`config.mk`:
```
export PLATFORM = sky130hd
export DESIGN_NAME = clksynth_lock_supervisor
export DESIGN_NICKNAME = d
export VERILOG_FILES = /design/src/rtl/clksynth_lock_supervisor.sv
export SDC_FILE = /design/constraint.sdc
export NUM_CORES = 1
export LEC_CHECK = 0
export ABC_AREA = 1
export BUFFER_PORTS_ARGS = -buffer_cell sky130_fd_sc_hd__buf_2
export CAP_MARGIN = 25
export CORE_ASPECT_RATIO = 0.6
export CORE_MARGIN = 2
export CORE_UTILIZATION = 40
export CTS_CLUSTER_DIAMETER = 30
export DETAILED_ROUTE_END_ITERATION = 6
export PLACE_DENSITY_LB_ADDON = 0.05
export SLEW_MARGIN = 30
export SYNTH_ARGS = -nofsm -noshare
export SYNTH_HDL_FRONTEND = slang
export SYNTH_SLANG_ARGS = --single-unit
```
`constraint.sdc`:
```
create_clock -name clk -period 2.05 [get_ports clk]
set_input_delay 0.205 -clock clk [delete_from_list [all_inputs] [get_ports clk]]
set_output_delay 0.205 -clock clk [all_outputs]
set_load 0.01 [all_outputs]
```
`src/rtl/clksynth_lock_supervisor.sv`:
```
// ---------------------------------------------------------------------------
// clksynth_lock_supervisor
//
// Watches the ADC clock synthesizer status pins. It synchronizes and
// debounces them, tracks synthesizer health in a four-state FSM, keeps a
// sticky lock-loss flag and a saturating loss counter, and drives the
// bicolor, active-low front-panel status LED.
//
// Optional feature macro: CLKSYNTH_LOSS_COUNTER_EN
//   defined     : loss_count counts LOCKED->LOST transitions and saturates
//   not defined : loss_count is tied to 0. Everything else is unchanged.
//
// Ports
//   clk                 in  system clock (single domain)
//   rst_n               in  asynchronous active-low reset
//   adcclk_ld           in  PLL2 lock detect, async, 1 = locked
//   adcclk_stat         in  PLL1 lock detect, async, 1 = locked
//   adcclk_clkin0_stat  in  CLKin0 loss-of-signal, async, 1 = clock lost
//   clear_loss          in  one-cycle pulse, clears loss_flag/loss_count
//   red_led             out active low (0 = on)
//   green_led           out active low (0 = on)
//   state               out NO_INPUT=0, ACQUIRE=1, LOCKED=2, LOST=3
//   locked              out 1 while state is LOCKED
//   loss_flag           out sticky, set on each LOCKED->LOST transition
//   loss_count          out saturating count of LOCKED->LOST transitions
//
// Handshake: there are none. clear_loss is a plain level sampled on every
// clock edge, and a one-cycle pulse acts exactly once.
// ---------------------------------------------------------------------------
module clksynth_lock_supervisor #(
    parameter int DEBOUNCE_CYCLES = 1000,
    parameter int BLINK_HALF      = 25000000,
    parameter int LOSS_CNT_W      = 8
) (
    input  logic                  clk,
    input  logic                  rst_n,
    input  logic                  adcclk_ld,
    input  logic                  adcclk_stat,
    input  logic                  adcclk_clkin0_stat,
    input  logic                  clear_loss,
    output logic                  red_led,
    output logic                  green_led,
    output logic [1:0]            state,
    output logic                  locked,
    output logic                  loss_flag,
    output logic [LOSS_CNT_W-1:0] loss_count
);

    typedef enum logic [1:0] {
        NO_INPUT = 2'd0,
        ACQUIRE  = 2'd1,
        LOCKED   = 2'd2,
        LOST     = 2'd3
    } state_t;

    localparam int DB_W = $clog2(DEBOUNCE_CYCLES + 1);
    localparam int BL_W = $clog2(BLINK_HALF);
    localparam logic [DB_W-1:0] DB_MAX = DB_W'(DEBOUNCE_CYCLES);
    localparam logic [DB_W-1:0] DB_ONE = DB_W'(1);
    localparam logic [BL_W-1:0] BL_MAX = BL_W'(BLINK_HALF - 1);
    localparam logic [BL_W-1:0] BL_ONE = BL_W'(1);

    // ---------------------------------------------------------------------
    // 2-FF synchronizers. The loss-of-signal pair resets to "lost", so
    // the supervisor never trusts the input clock straight out of reset.
    // ---------------------------------------------------------------------
    logic ld_s1, ld_s2, stat_s1, stat_s2, los_s1, los_s2;

    always_ff @(posedge clk or negedge rst_n) begin
        if (!rst_n) begin
            ld_s1   <= 1'b0;
            ld_s2   <= 1'b0;
            stat_s1 <= 1'b0;
            stat_s2 <= 1'b0;
            los_s1  <= 1'b1;
            los_s2  <= 1'b1;
        end else begin
            ld_s1   <= adcclk_ld;
            ld_s2   <= ld_s1;
            stat_s1 <= adcclk_stat;
            stat_s2 <= stat_s1;
            los_s1  <= adcclk_clkin0_stat;
            los_s2  <= los_s1;
        end
    end

    // Index 0 = PLL condition, index 1 = input-clock condition.
    logic [1:0] raw_ok;
    assign raw_ok = {~los_s2, ld_s2 & stat_s2};

    // ---------------------------------------------------------------------
    // Asymmetric debounce. A bad sample drops the output on the next edge.
    // A good output needs DEBOUNCE_CYCLES good samples already counted
    // *before* the current good sample, so that the output rises
    // DEBOUNCE_CYCLES edges later than the drop path would have reacted.
    // The counter parks at DEBOUNCE_CYCLES and never wraps.
    // ---------------------------------------------------------------------
    logic [DB_W-1:0] db_cnt [2];
    logic [1:0]      db_ok;

    always_ff @(posedge clk or negedge rst_n) begin
        if (!rst_n) begin
            for (int i = 0; i < 2; i++) begin
                db_cnt[i] <= '0;
            end
            db_ok <= 2'b00;
        end else begin
            for (int i = 0; i < 2; i++) begin
                if (!raw_ok[i]) begin
                    db_cnt[i] <= '0;
                    db_ok[i]  <= 1'b0;
                end else begin
                    if (db_cnt[i] != DB_MAX) begin
                        db_cnt[i] <= db_cnt[i] + DB_ONE;
                    end
                    db_ok[i] <= (db_cnt[i] == DB_MAX);
                end
            end
        end
    end

    logic pll_ok_db, in_ok_db;
    assign pll_ok_db = db_ok[0];
    assign in_ok_db  = db_ok[1];

    // ---------------------------------------------------------------------
    // Health FSM
    // ---------------------------------------------------------------------
    state_t state_q, state_d;

    always_ff @(posedge clk or negedge rst_n) begin
        if (!rst_n) begin
            state_q <= NO_INPUT;
        end else begin
            state_q <= state_d;
        end
    end

    always_comb begin
        state_d = state_q;
        case (state_q)
            NO_INPUT: if (in_ok_db) state_d = ACQUIRE;
            ACQUIRE: begin
                if (!in_ok_db)      state_d = NO_INPUT;
                else if (pll_ok_db) state_d = LOCKED;
            end
            LOCKED:   if (!in_ok_db || !pll_ok_db) state_d = LOST;
            // LOST only ever leaves by relocking.
            LOST:     if (in_ok_db && pll_ok_db) state_d = LOCKED;
            default:  state_d = NO_INPUT;
        endcase
    end

    logic loss_event, state_change;
    assign loss_event   = (state_q == LOCKED) && (state_d == LOST);
    assign state_change = (state_d != state_q);

    assign state  = state_q;
    assign locked = (state_q == LOCKED);

    // ---------------------------------------------------------------------
    // Loss bookkeeping. A loss in the same cycle as clear_loss wins.
    // ---------------------------------------------------------------------
    logic loss_flag_q;

    always_ff @(posedge clk or negedge rst_n) begin
        if (!rst_n) begin
            loss_flag_q <= 1'b0;
        end else if (loss_event) begin
            loss_flag_q <= 1'b1;
        end else if (clear_loss) begin
            loss_flag_q <= 1'b0;
        end
    end

    assign loss_flag = loss_flag_q;

`ifdef CLKSYNTH_LOSS_COUNTER_EN
    localparam logic [LOSS_CNT_W-1:0] CNT_ONE = LOSS_CNT_W'(1);
    logic [LOSS_CNT_W-1:0] loss_cnt_q;

    always_ff @(posedge clk or negedge rst_n) begin
        if (!rst_n) begin
            loss_cnt_q <= '0;
        end else if (loss_event) begin
            if (clear_loss) begin
                loss_cnt_q <= CNT_ONE;
            end else if (loss_cnt_q != {LOSS_CNT_W{1'b1}}) begin
                loss_cnt_q <= loss_cnt_q + CNT_ONE;
            end
        end else if (clear_loss) begin
            loss_cnt_q <= '0;
        end
    end

    assign loss_count = loss_cnt_q;
`else
    assign loss_count = '0;
`endif

    // ---------------------------------------------------------------------
    // Blink generator. It restarts on every state change so that each LED
    // pattern begins in its "on" half. phase_q = 1 means the on half.
    // ---------------------------------------------------------------------
    logic [BL_W-1:0] blink_cnt;
    logic            phase_q;

    always_ff @(posedge clk or negedge rst_n) begin
        if (!rst_n) begin
            blink_cnt <= '0;
            phase_q   <= 1'b1;
        end else if (state_change) begin
            blink_cnt <= '0;
            phase_q   <= 1'b1;
        end else if (blink_cnt == BL_MAX) begin
            blink_cnt <= '0;
            phase_q   <= ~phase_q;
        end else begin
            blink_cnt <= blink_cnt + BL_ONE;
        end
    end

    // ---------------------------------------------------------------------
    // LED map, registered. The map never turns both colours on together.
    // ---------------------------------------------------------------------
    logic red_d, green_d;

    always_comb begin
        red_d   = 1'b1;
        green_d = 1'b1;
        case (state_q)
            NO_INPUT: red_d   = 1'b0;
            ACQUIRE:  green_d = ~phase_q;
            LOCKED: begin
                if (loss_flag_q) begin
                    // Alternate colours, with green in the on half.
                    green_d = ~phase_q;
                    red_d   = phase_q;
                end else begin
                    green_d = 1'b0;
                end
            end
            LOST:     red_d = ~phase_q;
            default: begin
                red_d   = 1'b1;
                green_d = 1'b1;
            end
        endcase
    end

    always_ff @(posedge clk or negedge rst_n) begin
        if (!rst_n) begin
            red_led   <= 1'b0;
            green_led <= 1'b1;
        end else begin
            red_led   <= red_d;
            green_led <= green_d;
        end
    end

endmodule

```
==> results.json, run 1 <==
{
  "status": "finished clean",
  "syn_avg_cell_area_um2": 7.79,
  "gp_congestion": 0.872,
  "final.setup_skew_ps": 8.05,
  "yosysWarnings": 0,
  "clk_latency_ps": 330,
  "drt_iter0_markers": 186,
  "grt-ovfl-total": 0,
  "synth_top_family_by_area": "simple AND/OR/NAND/NOR gates",
  "yosys.area_share.simple": 0.347,
  "path_max_fanout": 25,
  "synth_seq_cells": 59,
  "syn_inst": 432,
  "layout_setup_ws_ps": 180,
  "n_antenna_cell": 0,
  "required_ps": 2260,
  "report.final.setup_viol": 0,
  "crit_end": "blink_cnt[24]",
  "synth_mux_area_frac": 0,
  "synth_flop_cell": "dfrtp_1",
  "post-cts-setup-buffers": 0,
  "initial_utilization": 0.420,
  "instances_no_fill": 568,
  "finalPower_mw": 2.75,
  "grt_usage": 0.178,
  "fin_setup_tns_ps": 0,
  "antenna_found_initial": 0,
  "die_y_um": 75.1,
  "reg2reg_to": "blink_cnt[24]",
  "hold_class": "in2reg",
  "first_pass_iters": 4,
  "regToRegSetupSlack_ps": 180,
  "crit_type": "reg2reg",
  "crit_path_start": "state[0]",
  "ctsRootBufferMaster": "clkbuf_16",
  "p_per_area_nw_per_um2": 711,
  "synth.top_cell.area_share": 0.409,
  "cts_buffers": 9,
  "endpoint_kind": "flop",
  "grt_pass1_vias": 2393,
  "wl_per_cell_um": 12.8,
  "rr_worst_depth": 10,
  "clk_pin_slew_ps": 50,
  "worstMarginPinSlew_ps": 533,
  "clock_sinks": 59,
  "netlist_top_cells_area": "dfrtp_1 41%, nand2_1 9.9%, nor2_1 7.9%",
  "syn2layout_area_growth_pct": 14.8,
  "dpl.hpwl_um": 5400,
  "synth_edf_count": 0,
  "start_kind": "flop",
  "dp_cells": 548,
  "portBuffers": 11,
  "drc": 0,
  "fin_nets": 470,
  "synth-compound-area-share": 0.0617,
  "core_um2": 8010,
  "post-place-ws_ps": 34.4,
  "hold_viol": 0,
  "max_freq_ghz": 0.535,
  "synthesis.area_um2": 3370,
  "h-tree-depth": 3,
  "dieArea_um2": 9190,
  "leakage_nw": 1.80,
  "grt_max_degree": 39,
  "post-route-period-util": 0.912,
  "cp.arrival_ps": 2080,
  "dieWidth_um": 122,
  "pin_count": 20,
  "slew_viol_final": 0,
  "synthArstFlopShare": 1.00,
  "layout_min_cycle_time_ps": 1870,
  "ir_drop_mv": 0.433,
  "synth_xor_area_frac": 0.0286,
  "cts_buffer_depth": 2,
  "slew_headroom": 0.645,
  "wirelength_um": 7270,
  "ys_types": 34,
  "ant_nets": 0,
  "rsz0062_at_grt": "no",
  "cts_tree": "built",
  "yosysSeqAreaShare": 0.440,
  "cap_viol_max_count": 0,
  "vias": 2690,
  "synth_fa_ha_area_frac": 0.0335,
  "layout-drive-gt1-share": 0.152,
  "worstReg2RegStart": "state[0]",
  "synth_area_leader_cell": "dfrtp_1",
  "grt_pass1_wl_um": 12100,
  "rows": 25,
  "viasPerCell": 4.74
}
cell usage after synthesis, types with 3 or more instances:
| cell | instances |
|---|---|
| nand2_1 | 89 |
| a21oi_1 | 17 |
| nand3_1 | 33 |
| inv_1 | 53 |
| nor2_2 | 14 |
| nand3b_1 | 3 |
| nand3_2 | 7 |
| nand4_1 | 5 |
| nor2_1 | 71 |
| buf_6 | 3 |
| o21ai_0 | 14 |
| nand2_2 | 8 |
| dfstp_2 | 4 |
| buf_4 | 8 |
| nor2_4 | 4 |
| ha_1 | 9 |
| dfrtp_1 | 55 |
| xor2_1 | 8 |
| nor3_1 | 8 |
| xnor2_1 | 3 |
metal layers:
metal,global-route usage,part of all wire,routed length (um)
met1,0.292,0.61,4450
met2,0.209,0.33,2360
met3,0.0500,0.047,339
met4,0.0690,0.016,114
met5,0,0,0
through the flow:
step	hold WS (ps)	area [um2]	utilization
detailed placement	226	3510	0.439
global route	80.9	3860	0.483
floorplan	-90.6	3390	-
finish	59.8	3860	0.483
CTS	49.3	3850	0.481
global placement	222	3510	0.439
cell type report:
type	count	area (um2)
clock buffer	15	298
multi-input combinational	315	1620
inverter	53	199
sequential	59	1480
tap	108	135
clock inverter	1	5.00
fill	798	4140
timing repair buffer	17	123
where the power goes:
part	total (mW)	switching [mW]	internal [mW]
logic	0.0695	0.0478	0.0217
clock network	1.49	0.505	0.980
registers	1.19	0.0106	1.18
cells by family after synthesis:
kind of cell / after synthesis
buffers and inverters: 65
AO/OA/AOI/OAI: 38
flip-flops: 59
adder cells (fa/ha/maj): 9
AND/OR/NAND/NOR: 249
XOR/XNOR: 11
other: 1
critical path, cell delays in order (launching register included):
cell	delay, ps
dfrtp_2	420
inv_1	100
ha_1	300
nor2_2	160
nand2_2	100
nand3_1	110
nand3_1	70
nand2_1	90
inv_1	90
nand2_8	210
nor2_1	70
registers in the layout (all words and copies together), names as in the netlist, 2 cells and up:
| register | flops |
|---|---|
| blink_cnt | 25 |
| db_cnt | 20 |
| db_ok | 2 |
| state | 2 |
worst min path at each step:
stage,start,to,slack [ps],cells after the start
5_1_grt,clear_loss,loss_flag,80,2
4_1_cts,clear_loss,loss_flag,50,2
3_3_place_gp,rst_n,db_cnt[3],220,1
6_report,clear_loss,loss_flag,60,2
2_1_floorplan,rst_n,blink_cnt[0],-90,0
3_5_place_dp,rst_n,db_cnt[3],230,1
cells in the final DEF (no fill, tap or decap), types with 7 or more instances in the layout:
cell	netlist	final
a21oi_1	17	17
buf_2	0	11
clkbuf_16	0	9
conb_1	1	8
dfrtp_1	55	54
ha_1	9	9
inv_1	53	53
nand2_1	89	89
nand2_2	8	8
nand3_1	33	33
nand3_2	7	7
nor2_1	71	71
nor2_2	14	14
nor3_1	8	8
o21ai_0	14	14
xor2_1	8	8
what timing repair did:
item | CTS | global route
endpoints found under the hold margin | 22 | 0
endpoints found under the setup margin | 0 | 25
hold buffers | 4 | 0
resized for setup | 0 | 2
No activity file was read; power rests on OpenSTA's default activity.
==> run 2: changes to the inputs <==
--- a/config.mk
+++ b/config.mk
@@ -6,13 +6,13 @@
 export NUM_CORES = 1
 export LEC_CHECK = 0
 export ABC_AREA = 1
-export BUFFER_PORTS_ARGS = -buffer_cell sky130_fd_sc_hd__buf_2
 export CAP_MARGIN = 25
 export CORE_ASPECT_RATIO = 0.6
 export CORE_MARGIN = 2
 export CORE_UTILIZATION = 40
 export CTS_CLUSTER_DIAMETER = 30
 export DETAILED_ROUTE_END_ITERATION = 6
+export DONT_BUFFER_PORTS = 1
 export PLACE_DENSITY_LB_ADDON = 0.05
 export SLEW_MARGIN = 30
 export SYNTH_ARGS = -nofsm -noshare
==> results.json, run 2 (synthesis gave the netlist of run 1 again) <==
{
  "layout_min_cycle_time_ps": 1870,
  "report.final.setup_viol": 0,
  "crit_path_start": "state[1]",
  "layout-drive-gt1-share": 0.131,
  "h-tree-depth": 3,
  "drc": 0,
  "initial_utilization": 0.420,
  "worstReg2RegStart": "state[1]",
  "fin_setup_tns_ps": 0,
  "final.setup_skew_ps": 6.40,
  "max_freq_ghz": 0.534,
  "layout_common_cells": "89 x nand2_1, 71 x nor2_1, 55 x dfrtp_1",
  "post-route-period-util": 0.914,
  "p_int_mw": 2.15,
  "grt_usage": 0.179,
  "cts_buffer_depth": 2,
  "reg.largest.list": "blink_cnt (25), db_cnt (20)",
  "clock_power_share": 0.532,
  "drt_iter0_markers": 233,
  "combPwrFrac": 0.026,
  "endpoint_kind": "flop",
  "crit_end": "blink_cnt[17]",
  "first_pass_iters": 4,
  "pwr-share-seq": 0.442,
  "p_switching_mw": 0.545,
  "n_antenna_cell": 0,
  "clk_latency_ps": 320,
  "grt-ovfl-total": 0,
  "leakage_nw": 1.77,
  "pin_count": 20,
  "gp_congestion": 0.858,
  "stdcell_area_um2": 3830,
  "cp.arrival_ps": 2070,
  "vias": 2694,
  "hold_viol": 0,
  "ctsRootBufferMaster": "clkbuf_16",
  "core_um2": 8010,
  "grt_pass1_vias": 2295,
  "start_kind": "flop",
  "status": "finished clean",
  "grt_max_degree": 60,
  "viasPerCell": 4.81,
  "whs_ps": 343,
  "clock_sinks": 59,
  "slew_viol_final": 0,
  "ir_drop_mv": 0.404,
  "cap_viol_max_count": 0,
  "wl_per_cell_um": 13.1,
  "ant_nets": 0,
  "swShare": 0.202,
  "dpl_cell_area_um2": 3450,
  "finalPower_mw": 2.70,
  "path_max_fanout": 25,
  "final_common_cell": "nand2_1",
  "cts_buffers": 9,
  "largest_reg_flops": 25,
  "required_ps": 2250,
  "dieWidth_um": 122,
  "regToRegSetupSlack_ps": 180,
  "rr_worst_depth": 10,
  "crit_type": "reg2reg",
  "fin_nets": 462,
  "wirelength_um": 7340,
  "p_per_area_nw_per_um2": 703,
  "portBuffers": 0,
  "dpl.hpwl_um": 5390,
  "rsz0062_at_grt": "no",
  "cts_tree": "built",
  "rows": 25,
  "dieArea_um2": 9190,
  "max_flop_register": "blink_cnt",
  "antenna_found_initial": 0,
  "clk_pin_slew_ps": 50,
  "reg2reg_to": "blink_cnt[17]",
  "grt_pass1_wl_um": 12200,
  "die_y_um": 75.1,
  "hold_class": "reg2reg",
  "syn2layout_area_growth_pct": 13.8
}
==> run 2: timing repair <==
action | CTS | global route
gates resized for setup | 0 | 1
hold buffers | 6 | 0
endpoints found under the hold margin | 63 | 0
setup endpoints to repair | 0 | 18
setup buffers | 0 | 0
==> run 2: worst min path at each step <==
stage               cells after the start  slack, ps           end     from
floorplan                               0        -90  blink_cnt[0]    rst_n
global placement                        0        -90     db_cnt[3]    rst_n
detailed placement                      0        -90     db_cnt[3]    rst_n
CTS                                     0        350         ld_s2    ld_s1
global route                            0        360       stat_s2  stat_s1
finish                                  0        340         ld_s2    ld_s1
==> run 2: metal layers <==
layer | wire, um | vias up | track usage
met4 | 82 | 0 | 0.0498
li1 | - | 1382 | -
met1 | 4380 | 1240 | 0.295
met2 | 2480 | 64 | 0.207
met3 | 398 | 8 | 0.0629
met5 | 0 | - | 0
==> run 2: layout make-up <==
cell class / instances / area (um2)
multi-input combinational: 315 / 1620
clock inverter: 1 / 5.00
sequential: 59 / 1480
timing repair buffer: 9 / 100
tap: 108 / 135
clock buffer: 15 / 288
fill: 805 / 4180
inverter: 53 / 199
==> run 2: stage by stage <==
stage	instances	utilization	worst slack [ps]
finish	560	0.478	177
global route	560	0.478	38.2
floorplan	439	-	249
detailed placement	538	0.431	117
CTS	560	0.477	109
global placement	538	0.431	154
==> run 2: critical path: stages (launching register included) <==
cell,delay (ps)
dfrtp_1,500
inv_1,160
ha_1,240
nand2_1,90
nand2_2,90
nand3_1,110
nand3_1,70
nand2_1,100
inv_1,100
nand2_8,220
nor2_1,80
==> run 2: power by group through the flow <==
stage	combinational, mW	clock, mW	sequential [mW]
floorplan	0.0398	0	1.21
global placement	0.0320	0	1.21
detailed placement	0.0326	0	1.21
CTS	0.0716	1.48	1.19
global route	0.0815	1.55	1.19
finish	0.0688	1.43	1.19
==> run 3: changes to the inputs <==
--- a/config.mk
+++ b/config.mk
@@ -8,12 +8,11 @@
 export ABC_AREA = 1
 export CAP_MARGIN = 25
 export CORE_ASPECT_RATIO = 0.6
-export CORE_MARGIN = 2
 export CORE_UTILIZATION = 40
 export CTS_CLUSTER_DIAMETER = 30
 export DETAILED_ROUTE_END_ITERATION = 6
 export DONT_BUFFER_PORTS = 1
-export PLACE_DENSITY_LB_ADDON = 0.05
+export PLACE_DENSITY = 0.51
 export SLEW_MARGIN = 30
 export SYNTH_ARGS = -nofsm -noshare
 export SYNTH_HDL_FRONTEND = slang
==> results.json, run 3 (synthesis gave the netlist of run 1 again) <==
{
  "antenna_found_initial": 0,
  "reg.largest.list": "blink_cnt (25), db_cnt (20)",
  "leakage_nw": 1.80,
  "p_per_area_nw_per_um2": 788,
  "layout_min_cycle_time_ps": 1820,
  "ctsRootBufferMaster": "clkbuf_16",
  "swShare": 0.189,
  "max_freq_ghz": 0.550,
  "report.final.setup_viol": 0,
  "drt_iter0_markers": 193,
  "layout_common_cells": "89 x nand2_1, 71 x nor2_1, 55 x dfrtp_1",
  "cap_viol_max_count": 0,
  "post-cts-setup-buffers": 0,
  "hold_viol": 0,
  "slowest_stage": "dfrtp_1",
  "grt-ovfl-total": 0,
  "clk_pin_slew_ps": 50,
  "dieArea_um2": 8800,
  "dieWidth_um": 120,
  "status": "finished clean",
  "portBuffers": 0,
  "final_util": 0.486,
  "drc": 0,
  "path_common_cell": "nand3_1",
  "pwr-share-seq": 0.388,
  "cts_tree": "built",
  "wirelength_um": 7270,
  "start_kind": "flop",
  "n_antenna_cell": 0,
  "ant_nets": 0,
  "gp_congestion": 0.812,
  "clock_sinks": 59,
  "stdcell_area_um2": 3890,
  "cts_buffer_depth": 2,
  "path_max_fanout": 25,
  "p_switching_mw": 0.580,
  "hold_class": "reg2reg",
  "post-route-period-util": 0.886,
  "grt_pass1_wl_um": 12400,
  "vias": 2644,
  "die_y_um": 73.1,
  "layout_setup_ws_ps": 233,
  "final_common_cell": "nand2_1",
  "pin_count": 20,
  "whs_ps": 345,
  "viasPerCell": 4.73,
  "p_int_mw": 2.49,
  "rows": 25,
  "endpoint_kind": "flop",
  "ir_drop_mv": 0.360,
  "fin_nets": 461,
  "required_ps": 2260,
  "combPwrFrac": 0.023,
  "grt_max_degree": 60,
  "grt_pass1_vias": 2416,
  "clk_latency_ps": 330,
  "path_cells": "buf_4, ha_1, nor2_2, nand2_2, nand3_1, nand3_1, nand2_1, inv_1, nand2_8, nor2_1",
  "max_flop_register": "blink_cnt",
  "post-place-ws_ps": 136,
  "grt_usage": 0.189,
  "clock_power_share": 0.589,
  "initial_utilization": 0.420,
  "final.setup_skew_ps": 6.05,
  "crit_type": "reg2reg",
  "rsz0062_at_grt": "no",
  "cp.arrival_ps": 2030,
  "layout-drive-gt1-share": 0.133,
  "syn2layout_area_growth_pct": 15.7,
  "slew_viol_final": 0,
  "crit_buf_inv": 2,
  "largest_reg_flops": 25,
  "dpl_cell_area_um2": 3440,
  "fin_setup_tns_ps": 0,
  "wl_per_cell_um": 13.0,
  "first_pass_iters": 5,
  "dpl.hpwl_um": 5260,
  "cpPeakStageDelay_ps": 430,
  "core_um2": 8010,
  "h-tree-depth": 3,
  "cts_buffers": 9,
  "crit_family": "simple AND/OR/NAND/NOR gates"
}
run 3: power groups by stage:
stage	sequential [mW]	clock, mW	combinational, mW
after floorplan	1.21	0	0.0398
after global placement	1.21	0	0.0319
after detailed placement	1.21	0	0.0340
after CTS	1.19	1.85	0.0726
after global routing	1.19	1.89	0.0826
final	1.19	1.81	0.0703
run 3: stage by stage:
step / total power, mW / cells
finish: 3.07 / 559
global route: 3.17 / 559
CTS: 3.11 / 559
detailed placement: 1.24 / 537
global placement: 1.24 / 537
floorplan: 1.25 / 439
run 3: final timing paths:
path / slack [ps] / from / cells after the start / endpoint
setup / recovery: 230 / state[0] / 10 / blink_cnt[24]
hold / removal: 340 / ld_s1 / 0 / ld_s2
setup reg to reg: 230 / state[0] / 10 / blink_cnt[24]
hold reg to reg: 340 / ld_s1 / 0 / ld_s2
max in group asynchronous: 1340 / rst_n / 2 / los_s1
min in group asynchronous: 410 / rst_n / 2 / db_cnt[19]
run 3: timing repair:
| item | in CTS | in global routing |
|---|---|---|
| hold buffers | 6 | 0 |
| endpoints found under the setup margin | 0 | 10 |
| resized for setup | 0 | 1 |
| hold endpoints to repair | 63 | 0 |
run 3: per-layer routing:
| metal | global-route usage | vias to the layer above | wire length, um |
|---|---|---|---|
| met5 | 0 | - | 0 |
| met4 | 0.0741 | 0 | 103 |
| met3 | 0.0625 | 10 | 487 |
| met2 | 0.226 | 66 | 2440 |
| met1 | 0.298 | 1191 | 4240 |
| li1 | - | 1377 | - |
run 3: cell type report:
type	count	area (um2)
tap	108	135
clock buffer	12	267
clock inverter	4	95.1
timing repair buffer	8	92.6
sequential	59	1480
inverter	53	199
fill	768	4120
multi-input combinational	315	1620
